[config.mk]
export PLATFORM = sky130hd
export DESIGN_NAME = mem_arbiter_flat
export DESIGN_NICKNAME = d
export VERILOG_FILES = /design/src/rtl/mem_arbiter_if.sv /design/src/rtl/mem_arbiter.sv /design/src/flat_wrapper.sv
export SDC_FILE = /design/constraint.sdc
export NUM_CORES = 1
export LEC_CHECK = 0
export CAP_MARGIN = 30
export CORE_AREA = 2 2 167 169
export CTS_CLUSTER_SIZE = 25
export DETAILED_ROUTE_END_ITERATION = 8
export DIE_AREA = 0 0 169 171
export DONT_BUFFER_PORTS = 1
export MAX_ROUTING_LAYER = met4
export SYNTH_ARGS = -nofsm -noshare
export SYNTH_HDL_FRONTEND = slang
export SYNTH_SLANG_ARGS = --single-unit
export TNS_END_PERCENT = 5
[constraint.sdc]
create_clock -name CLK -period 1.7 [get_ports CLK]
set_input_delay 0.17 -clock CLK [delete_from_list [all_inputs] [get_ports CLK]]
set_output_delay 0.17 -clock CLK [all_outputs]
set_load 0.03 [all_outputs]
[src/rtl/mem_arbiter_if.sv]
// Cache/RAM side bundle for mem_arbiter: per-CPU icache/dcache request lanes plus the RAM strobes.
// Vector fields are packed CPU-major; CPU c owns bit c of 1-bit lanes and bits [c*W +: W] of word lanes.
interface mem_arbiter_if #(
    parameter int unsigned CPUS = 2,
    parameter int unsigned W    = 32
);
    logic [CPUS-1:0]   iREN;
    logic [CPUS*W-1:0] iaddr;
    logic [CPUS-1:0]   iwait;
    logic [CPUS*W-1:0] iload;
    logic [CPUS-1:0]   dREN;
    logic [CPUS-1:0]   dWEN;
    logic [CPUS*W-1:0] daddr;
    logic [CPUS*W-1:0] dstore;
    logic [CPUS-1:0]   dwait;
    logic [CPUS*W-1:0] dload;
    logic              ramREN;
    logic              ramWEN;
    logic [W-1:0]      ramaddr;
    logic [W-1:0]      ramstore;
    logic [W-1:0]      ramload;
    logic [1:0]        ramstate;

    modport slave (
        input  iREN, iaddr, dREN, dWEN, daddr, dstore, ramload, ramstate,
        output iwait, iload, dwait, dload, ramREN, ramWEN, ramaddr, ramstore
    );

    modport master (
        output iREN, iaddr, dREN, dWEN, daddr, dstore, ramload, ramstate,
        input  iwait, iload, dwait, dload, ramREN, ramWEN, ramaddr, ramstore
    );
endinterface

[src/rtl/mem_arbiter.sv]
// Arbitrates per-CPU icache/dcache requests onto one single-port RAM; data beats instruction, RR within class.
// Define MEMARB_PERF_EN to add dgrant_cnt/igrant_cnt/stall_cnt performance counters.
module mem_arbiter #(
    parameter int unsigned CPUS = 2,
    parameter int unsigned W    = 32
) (
    input  logic         CLK,
    input  logic         nRST,
    mem_arbiter_if.slave bus,
    output logic         ram_err
`ifdef MEMARB_PERF_EN
    ,
    output logic [31:0]  dgrant_cnt,
    output logic [31:0]  igrant_cnt,
    output logic [31:0]  stall_cnt
`endif
);
    localparam int unsigned PW = (CPUS > 1) ? $clog2(CPUS) : 1;

    typedef enum logic {IDLE, GRANT} state_t;
    typedef enum logic [1:0] {
        RS_FREE   = 2'b00,
        RS_BUSY   = 2'b01,
        RS_ACCESS = 2'b10,
        RS_ERROR  = 2'b11
    } ramstate_t;

    state_t            state_q, state_d;
    logic              cls_d_q, wr_q;
    logic [PW-1:0]     cpu_q, d_rr_q, i_rr_q, next_ptr;
    logic [CPUS-1:0]   dreq;
    logic              pick_found, pick_d, pick_wr;
    logic [PW-1:0]     pick_cpu, idx;
    logic              strobe, done, err_hit;
    logic [W-1:0]      sel_iaddr, sel_daddr, sel_dstore;
    ramstate_t         rs;
    logic [CPUS-1:0]   iwait_c, dwait_c;
    logic [CPUS*W-1:0] iload_c, dload_c;
    logic              ramREN_c, ramWEN_c;
    logic [W-1:0]      ramaddr_c, ramstore_c;

    assign dreq       = bus.dREN | bus.dWEN;
    assign rs         = ramstate_t'(bus.ramstate);
    assign sel_iaddr  = bus.iaddr[cpu_q*W +: W];
    assign sel_daddr  = bus.daddr[cpu_q*W +: W];
    assign sel_dstore = bus.dstore[cpu_q*W +: W];
    assign next_ptr   = (cpu_q == PW'(CPUS - 1)) ? '0 : cpu_q + 1'b1;

    // Data pass runs first so any data request pre-empts every instruction request.
    always_comb begin
        pick_found = 1'b0;
        pick_d     = 1'b0;
        pick_wr    = 1'b0;
        pick_cpu   = '0;
        idx        = '0;
        for (int unsigned k = 0; k < CPUS; k++) begin
            idx = PW'((32'(d_rr_q) + k) % CPUS);
            if (!pick_found && dreq[idx]) begin
                pick_found = 1'b1;
                pick_d     = 1'b1;
                pick_cpu   = idx;
                pick_wr    = bus.dWEN[idx];
            end
        end
        for (int unsigned k = 0; k < CPUS; k++) begin
            idx = PW'((32'(i_rr_q) + k) % CPUS);
            if (!pick_found && bus.iREN[idx]) begin
                pick_found = 1'b1;
                pick_cpu   = idx;
            end
        end
    end

    always_comb begin
        state_d    = state_q;
        ramREN_c   = 1'b0;
        ramWEN_c   = 1'b0;
        ramaddr_c  = '0;
        ramstore_c = '0;
        iwait_c    = '1;
        dwait_c    = '1;
        iload_c    = '0;
        dload_c    = '0;
        strobe     = 1'b0;
        done       = 1'b0;
        err_hit    = 1'b0;
        unique case (state_q)
            IDLE: begin
                if (pick_found) state_d = GRANT;
            end
            GRANT: begin
                // The winner's own strobe gates the whole grant, so a withdrawn request drops the RAM strobes at once.
                strobe = cls_d_q ? (wr_q ? bus.dWEN[cpu_q] : bus.dREN[cpu_q]) : bus.iREN[cpu_q];
                if (!strobe) begin
                    state_d = IDLE;
                end else begin
                    ramREN_c   = !(cls_d_q && wr_q);
                    ramWEN_c   = cls_d_q && wr_q;
                    ramaddr_c  = cls_d_q ? sel_daddr : sel_iaddr;
                    ramstore_c = (cls_d_q && wr_q) ? sel_dstore : '0;
                    if (rs == RS_ACCESS) begin
                        done    = 1'b1;
                        state_d = IDLE;
                        if (cls_d_q) begin
                            dwait_c[cpu_q] = 1'b0;
                            if (!wr_q) dload_c[cpu_q*W +: W] = bus.ramload;
                        end else begin
                            iwait_c[cpu_q]         = 1'b0;
                            iload_c[cpu_q*W +: W]  = bus.ramload;
                        end
                    end else if (rs == RS_ERROR) begin
                        err_hit = 1'b1;
                        state_d = IDLE;
                    end
                end
            end
            default: state_d = IDLE;
        endcase
    end

    assign bus.ramREN   = ramREN_c;
    assign bus.ramWEN   = ramWEN_c;
    assign bus.ramaddr  = ramaddr_c;
    assign bus.ramstore = ramstore_c;
    assign bus.iwait    = iwait_c;
    assign bus.dwait    = dwait_c;
    assign bus.iload    = iload_c;
    assign bus.dload    = dload_c;

    always_ff @(posedge CLK or negedge nRST) begin
        if (!nRST) begin
            state_q <= IDLE;
            cls_d_q <= 1'b0;
            wr_q    <= 1'b0;
            cpu_q   <= '0;
            d_rr_q  <= '0;
            i_rr_q  <= '0;
            ram_err <= 1'b0;
        end else begin
            state_q <= state_d;
            if (state_q == IDLE && pick_found) begin
                cls_d_q <= pick_d;
                cpu_q   <= pick_cpu;
                wr_q    <= pick_wr;
            end
            if (done) begin
                if (cls_d_q) d_rr_q <= next_ptr;
                else         i_rr_q <= next_ptr;
            end
            if (err_hit) ram_err <= 1'b1;
        end
    end

`ifdef MEMARB_PERF_EN
    logic any_req;
    assign any_req = (|dreq) | (|bus.iREN);

    always_ff @(posedge CLK or negedge nRST) begin
        if (!nRST) begin
            dgrant_cnt <= '0;
            igrant_cnt <= '0;
            stall_cnt  <= '0;
        end else begin
            if (done && cls_d_q)  dgrant_cnt <= dgrant_cnt + 32'd1;
            if (done && !cls_d_q) igrant_cnt <= igrant_cnt + 32'd1;
            if (any_req && !done) stall_cnt  <= stall_cnt + 32'd1;
        end
    end
`endif
endmodule

[src/flat_wrapper.sv]
// flat-port wrapper written by rule: the top's interface ports become plain ports
module mem_arbiter_flat 
#(
    parameter int unsigned CPUS = 2,
    parameter int unsigned W    = 32
)
  (CLK, nRST, ram_err, bus_iREN, bus_iaddr, bus_dREN, bus_dWEN, bus_daddr, bus_dstore, bus_ramload, bus_ramstate, bus_iwait, bus_iload, bus_dwait, bus_dload, bus_ramREN, bus_ramWEN, bus_ramaddr, bus_ramstore);
  mem_arbiter_if #(.CPUS(CPUS), .W(W)) bus_i ();
  input  logic CLK;
  input  logic nRST;
  output logic ram_err;
  input wire logic [$bits(bus_i.iREN)-1:0] bus_iREN;
  input wire logic [$bits(bus_i.iaddr)-1:0] bus_iaddr;
  input wire logic [$bits(bus_i.dREN)-1:0] bus_dREN;
  input wire logic [$bits(bus_i.dWEN)-1:0] bus_dWEN;
  input wire logic [$bits(bus_i.daddr)-1:0] bus_daddr;
  input wire logic [$bits(bus_i.dstore)-1:0] bus_dstore;
  input wire logic [$bits(bus_i.ramload)-1:0] bus_ramload;
  input wire logic [$bits(bus_i.ramstate)-1:0] bus_ramstate;
  output wire logic [$bits(bus_i.iwait)-1:0] bus_iwait;
  output wire logic [$bits(bus_i.iload)-1:0] bus_iload;
  output wire logic [$bits(bus_i.dwait)-1:0] bus_dwait;
  output wire logic [$bits(bus_i.dload)-1:0] bus_dload;
  output wire logic [$bits(bus_i.ramREN)-1:0] bus_ramREN;
  output wire logic [$bits(bus_i.ramWEN)-1:0] bus_ramWEN;
  output wire logic [$bits(bus_i.ramaddr)-1:0] bus_ramaddr;
  output wire logic [$bits(bus_i.ramstore)-1:0] bus_ramstore;
  assign bus_i.iREN = bus_iREN;
  assign bus_i.iaddr = bus_iaddr;
  assign bus_i.dREN = bus_dREN;
  assign bus_i.dWEN = bus_dWEN;
  assign bus_i.daddr = bus_daddr;
  assign bus_i.dstore = bus_dstore;
  assign bus_i.ramload = bus_ramload;
  assign bus_i.ramstate = bus_ramstate;
  assign bus_iwait = bus_i.iwait;
  assign bus_iload = bus_i.iload;
  assign bus_dwait = bus_i.dwait;
  assign bus_dload = bus_i.dload;
  assign bus_ramREN = bus_i.ramREN;
  assign bus_ramWEN = bus_i.ramWEN;
  assign bus_ramaddr = bus_i.ramaddr;
  assign bus_ramstore = bus_i.ramstore;
  mem_arbiter #(.CPUS(CPUS), .W(W)) u_core (.CLK(CLK), .nRST(nRST), .bus(bus_i), .ram_err(ram_err));
endmodule
[Yosys cells after proc, flatten, opt, wreduce, memory -nomap -nowiden]
Index checks and enable logic that the tools add are counted.
Storage, ports and cells
  bits in registers: 7
  bits of input ports: 234
  output and inout port bits: 199
  word-level logic and storage cells: 113
Cells by class
  add/subtract/negate cells: 4
  order comparisons: 6
  eq/ne operators: 2
  shifts and indexed selects: 5
  muxes and demuxes: 72
  bitwise operators: 5
  reductions and logical operators: 12
Operators by type and width (number)
  $mux 64: 9
  $mux 32: 6
  $shiftx 64x7->32: 3
  $and 64x64->64: 1
  $shift 32x34->64 const A: 1
  $shiftx 32x34->64: 1
  $mux 1: 47
  $neg 6->34: 1
  $mux 2: 8
  $lt 1x2->1 const B: 5
  $logic_and 1x1->1: 6
  $eq 2x2->1 const B: 2
  $logic_not 1->1: 4
  $reduce_and 2->1: 2
  $add 1x1->1 const B: 3
  $not 1->1: 2
  $not 2->2: 1
  $or 2x2->2: 1
  $pmux 1 s2: 1
  $demux 1 s1: 1
  $ge 1x1->1 const B: 1

[Longest topological paths before layout]
  depth after elaboration: 15
  mapped depth: 7
  depth with buffers taken out: 4

[Worst setup path after synthesis]
No wires, ideal clock.
  kind: reg2out
  start point: register u_core.cpu_q
  end point: output bus_dload[44]
  arrival: 2.071 ns
  data required time: 1.530 ns
  setup slack: -0.541 ns
  stages on the path, launching flop included: 6
  path buffers: 2
  path through: dfrtp_1 -> buf_4 -> mux4_2 -> nand2_4 -> buf_2 -> nor4_1
On the way
  longest elaborated chain between the ends: 8
  elaborated cells on any way between the ends: 17
  those cells by class: add/sub: 1; shift: 2; mux: 13; bitwise: 1
Ends and longest elaborated chain
  start, declared: RTL line mem_arbiter.sv:30  | logic [PW-1:0] cpu_q, d_rr_q, i_rr_q, next_ptr;
  start signal, assigned: RTL line mem_arbiter.sv:143  | cpu_q <= pick_cpu;
  $neg 6->34: RTL line mem_arbiter.sv:106  | if (!wr_q) dload_c[cpu_q*W +: W] = bus.ramload;
  $shiftx 32x34->64 / $shift 32x34->64 (equally long branches): RTL line mem_arbiter.sv:106
  $and 64x64->64 (no line)
  $mux 64: RTL line mem_arbiter.sv:106
  $mux 64: RTL line mem_arbiter.sv:104  | if (cls_d_q) begin
  $mux 64: RTL line mem_arbiter.sv:101  | if (rs == RS_ACCESS) begin
  $mux 64 *: RTL line mem_arbiter.sv:94  | if (!strobe) begin
  $mux 64 *: RTL line mem_arbiter.sv:87  | unique case (state_q)
  end, declared: RTL line flat_wrapper.sv:23  | output wire logic [$bits(bus_i.dload)-1:0] bus_dload;
Mark *: on every way between the ends. The rest lies on a longest branch, timed or not. The select of a mux whose other input is x is not followed.

[Final worst setup path]
  start point: register u_core.cpu_q
  end point: output bus_ramaddr[29]
On the way
  longest elaborated chain between the ends: 6
  elaborated cells on any way between the ends: 13
  those cells by class: shift: 2; mux: 11
Ends and longest elaborated chain
  branches (longest 4 deep; another with $shiftx 64x7->32)
  $mux 32 *: RTL line mem_arbiter.sv:94
  $mux 32 *: RTL line mem_arbiter.sv:87
  end, declared: RTL line flat_wrapper.sv:26  | output wire logic [$bits(bus_i.ramaddr)-1:0] bus_ramaddr;
Mark *: on every way between the ends. The select of a mux whose other input is x is not followed.

==> qor.txt <==
status: complete, but fails checks
failing checks: negative setup slack
ys async rst share: 1.00
Reg clk slew, reported paths: 40 ps
Max clock buf depth: 2
Max IR drop VDD: 0.000672 V
CP Launch Point: u_core.cpu_q
vias in the first global route: 3504
max cap viols: 0
layout cells sized above 1: 0.734
CTS sink cnt: 7
GR Util All Layers: 0.107
Post-synth EDFFs: 0
RR Startpoint: u_core.cpu_q
DRC Markers: 0
Cell Area, Synth: 2920 µm²
final hold violations: 0
Critical Path RT: 1530 ps
syn_area_per_cell: 8.14 µm²
largest net degree at the start of global routing: 66
Slew HR: 0.674
Placed Instance Area: 5480 µm²
PortBufs: 0
CTS Buf Count: 3
Nets: 795
syn_nets: 593
hold slack: 90.1 ps
setup TNS: -92270 ps
Die Wd: 169 µm
period utilisation layout: 1.32
synth cell count leaders: and2_1 (84), nor2_1 (54), mux2i_1 (34)
crit path time final: 2250 ps
Core Region: 27300 µm²
total wire length: 17800 µm
crit path DAT: 2080 ps
Initial Util: 0.107
CP endpoint kind: output port
Setup Viol. Count Final: 198
sequential cell area fraction in the yosys report: 0.0600
most area-hungry cell type in the Yosys netlist: mux4_2
antenna violations before repair: 20
Area Overhead vs Synth: 122%
GRT overflow: 0
top-count cell post-synth: and2_1
RSZ-0062 raised after global routing: true
Wirelength per Cell: 19.3 µm
I/O pin count: 433
placed cell count: 890
First DRT Iteration DRCs: 158
final antenna-violating net count: 0
Main synth FF type: dfrtp_1
Netlist cell types: 35
Final HPWL DP: 14000 µm
first-pass GRT wire length: 22600 µm
GP Congestion: 0.995
post-synth top area share: 0.254
CTS tree: yes
drt first pass iters: 4
Max Fclk: 445 MHz
Hold WC Path Type: in2reg
Cells after Synth: 359
Fin Clk Skew: 0.222 ps
H-Tree Depth: 1
post-route cell area: 6500 µm²
power density over cell area: 1150 nW/µm²
Root Driver: clkbuf_16
Non-Filler Instances: 925
die area: 28900 µm²
critical path type: reg2out
FF+latch count, synth: 7
Vias: 3728
worst-path fanout max: 16
Synth area leaders: mux4_2 (25%), and2_1 (18%), mux2i_1 (12%)
Core Rows: 61
Syn. warnings: 0
worst skew pair latency: 240 ps
hold path start: bus_iREN[1]
Worst Tran Pin Value: 489 ps
type of origin of the critical path: flop
die height: 171 µm
Setup WS pre-CTS: -387 ps
vias per cell: 4.03
Worst Slack Setup Final: -548 ps
Leakage Power: 2.84 nW
Final Slew Violations: 0
[state kept, by name, summed over array words and instances (netlist names)]
register / count
u_core.i_rr_q: 1
u_core.ram_err: 1
u_core.state_q: 1
u_core.cpu_q: 1
u_core.wr_q: 1
u_core.cls_d_q: 1
u_core.d_rr_q: 1
[repair_timing]
item,in CTS,in global routing
setup buffers,2,5
setup endpoints to repair,198,198
hold buffers,1,0
hold endpoints to repair,7,0
cloned,0,4
pin swaps,20,45
gates resized for setup,117,79
[kinds of logic after synthesis]
kind of cell,after synthesis,synth area share
AND/OR/NAND/NOR,224,0.448
AO/OA/AOI/OAI,13,0.0291
multiplexers,69,0.382
flip-flops,7,0.0600
buffers and inverters,46,0.0809
[metrics by stage]
step                      utilization  total power [mW]
final                           0.238              7.51
after global routing            0.238              7.87
after CTS                       0.221              6.86
after detailed placement        0.201              6.30
after global placement          0.201              6.24
after floorplan                     -              4.42
[worst max-delay path, stage by stage, from the launching register on]
cell	delay, ps
dfrtp_4	470
buf_8	150
mux2i_4	200
o22ai_2	170
buf_6	130
o21ai_4	50
buf_12	140
clkbuf_16	200
nor2b_2	190
buf_12	140
[report_power, final]
group	switching (mW)	internal (mW)	total, mW
registers	0.0797	0.249	0.329
clock network	0.106	0.314	0.419
logic	3.77	2.98	6.76
total	3.96	3.55	7.51
[layout make-up]
type	instances	area, µm²
inverter	12	45.0
antenna	19	47.5
multi-input combinational	306	3150
tap	346	433
clock buffer	4	78.8
sequential	7	181
timing repair buffer	231	2560
fill	2865	20800
[cells in the final DEF, fill, tap and decap left out, types with 2 or more instances in the layout]
| master | n |
|---|---|
| a21oi_1 | 3 |
| a31oi_1 | 2 |
| and2_1 | 33 |
| and2_4 | 51 |
| buf_12 | 22 |
| buf_4 | 77 |
| buf_6 | 126 |
| clkbuf_16 | 7 |
| dfrtp_1 | 4 |
| dfrtp_2 | 2 |
| diode_2 | 19 |
| inv_1 | 10 |
| inv_2 | 2 |
| mux2i_1 | 34 |
| mux4_2 | 33 |
| nand2_1 | 2 |
| nand2b_1 | 9 |
| nand3_1 | 3 |
| nor2_1 | 37 |
| nor2_2 | 17 |
| nor2b_2 | 23 |
| nor2b_4 | 8 |
| nor3_4 | 14 |
| nor4_2 | 5 |
| nor4_4 | 12 |
| o21bai_1 | 2 |
[final timing paths]
path	to	slack [ps]	depth (start not counted)
worst max-delay path	bus_ramaddr[29]	-550	9
worst min-delay path	u_core.cpu_q	90	2
worst max register to register	u_core.d_rr_q	10	5
worst min register to register	u_core.i_rr_q	510	2
max in group asynchronous	u_core.cpu_q	1110	1
min in group asynchronous	u_core.ram_err	290	1
[routing by layer]
metal	global-route usage	vias to the layer above	part of all wire
li1	-	1687	-
met1	0.102	1763	0.35
met2	0.197	263	0.53
met3	0.0472	15	0.10
met4	0.0286	0	0.022
met5	-	-	0
No activity file was read; power rests on OpenSTA's default activity.
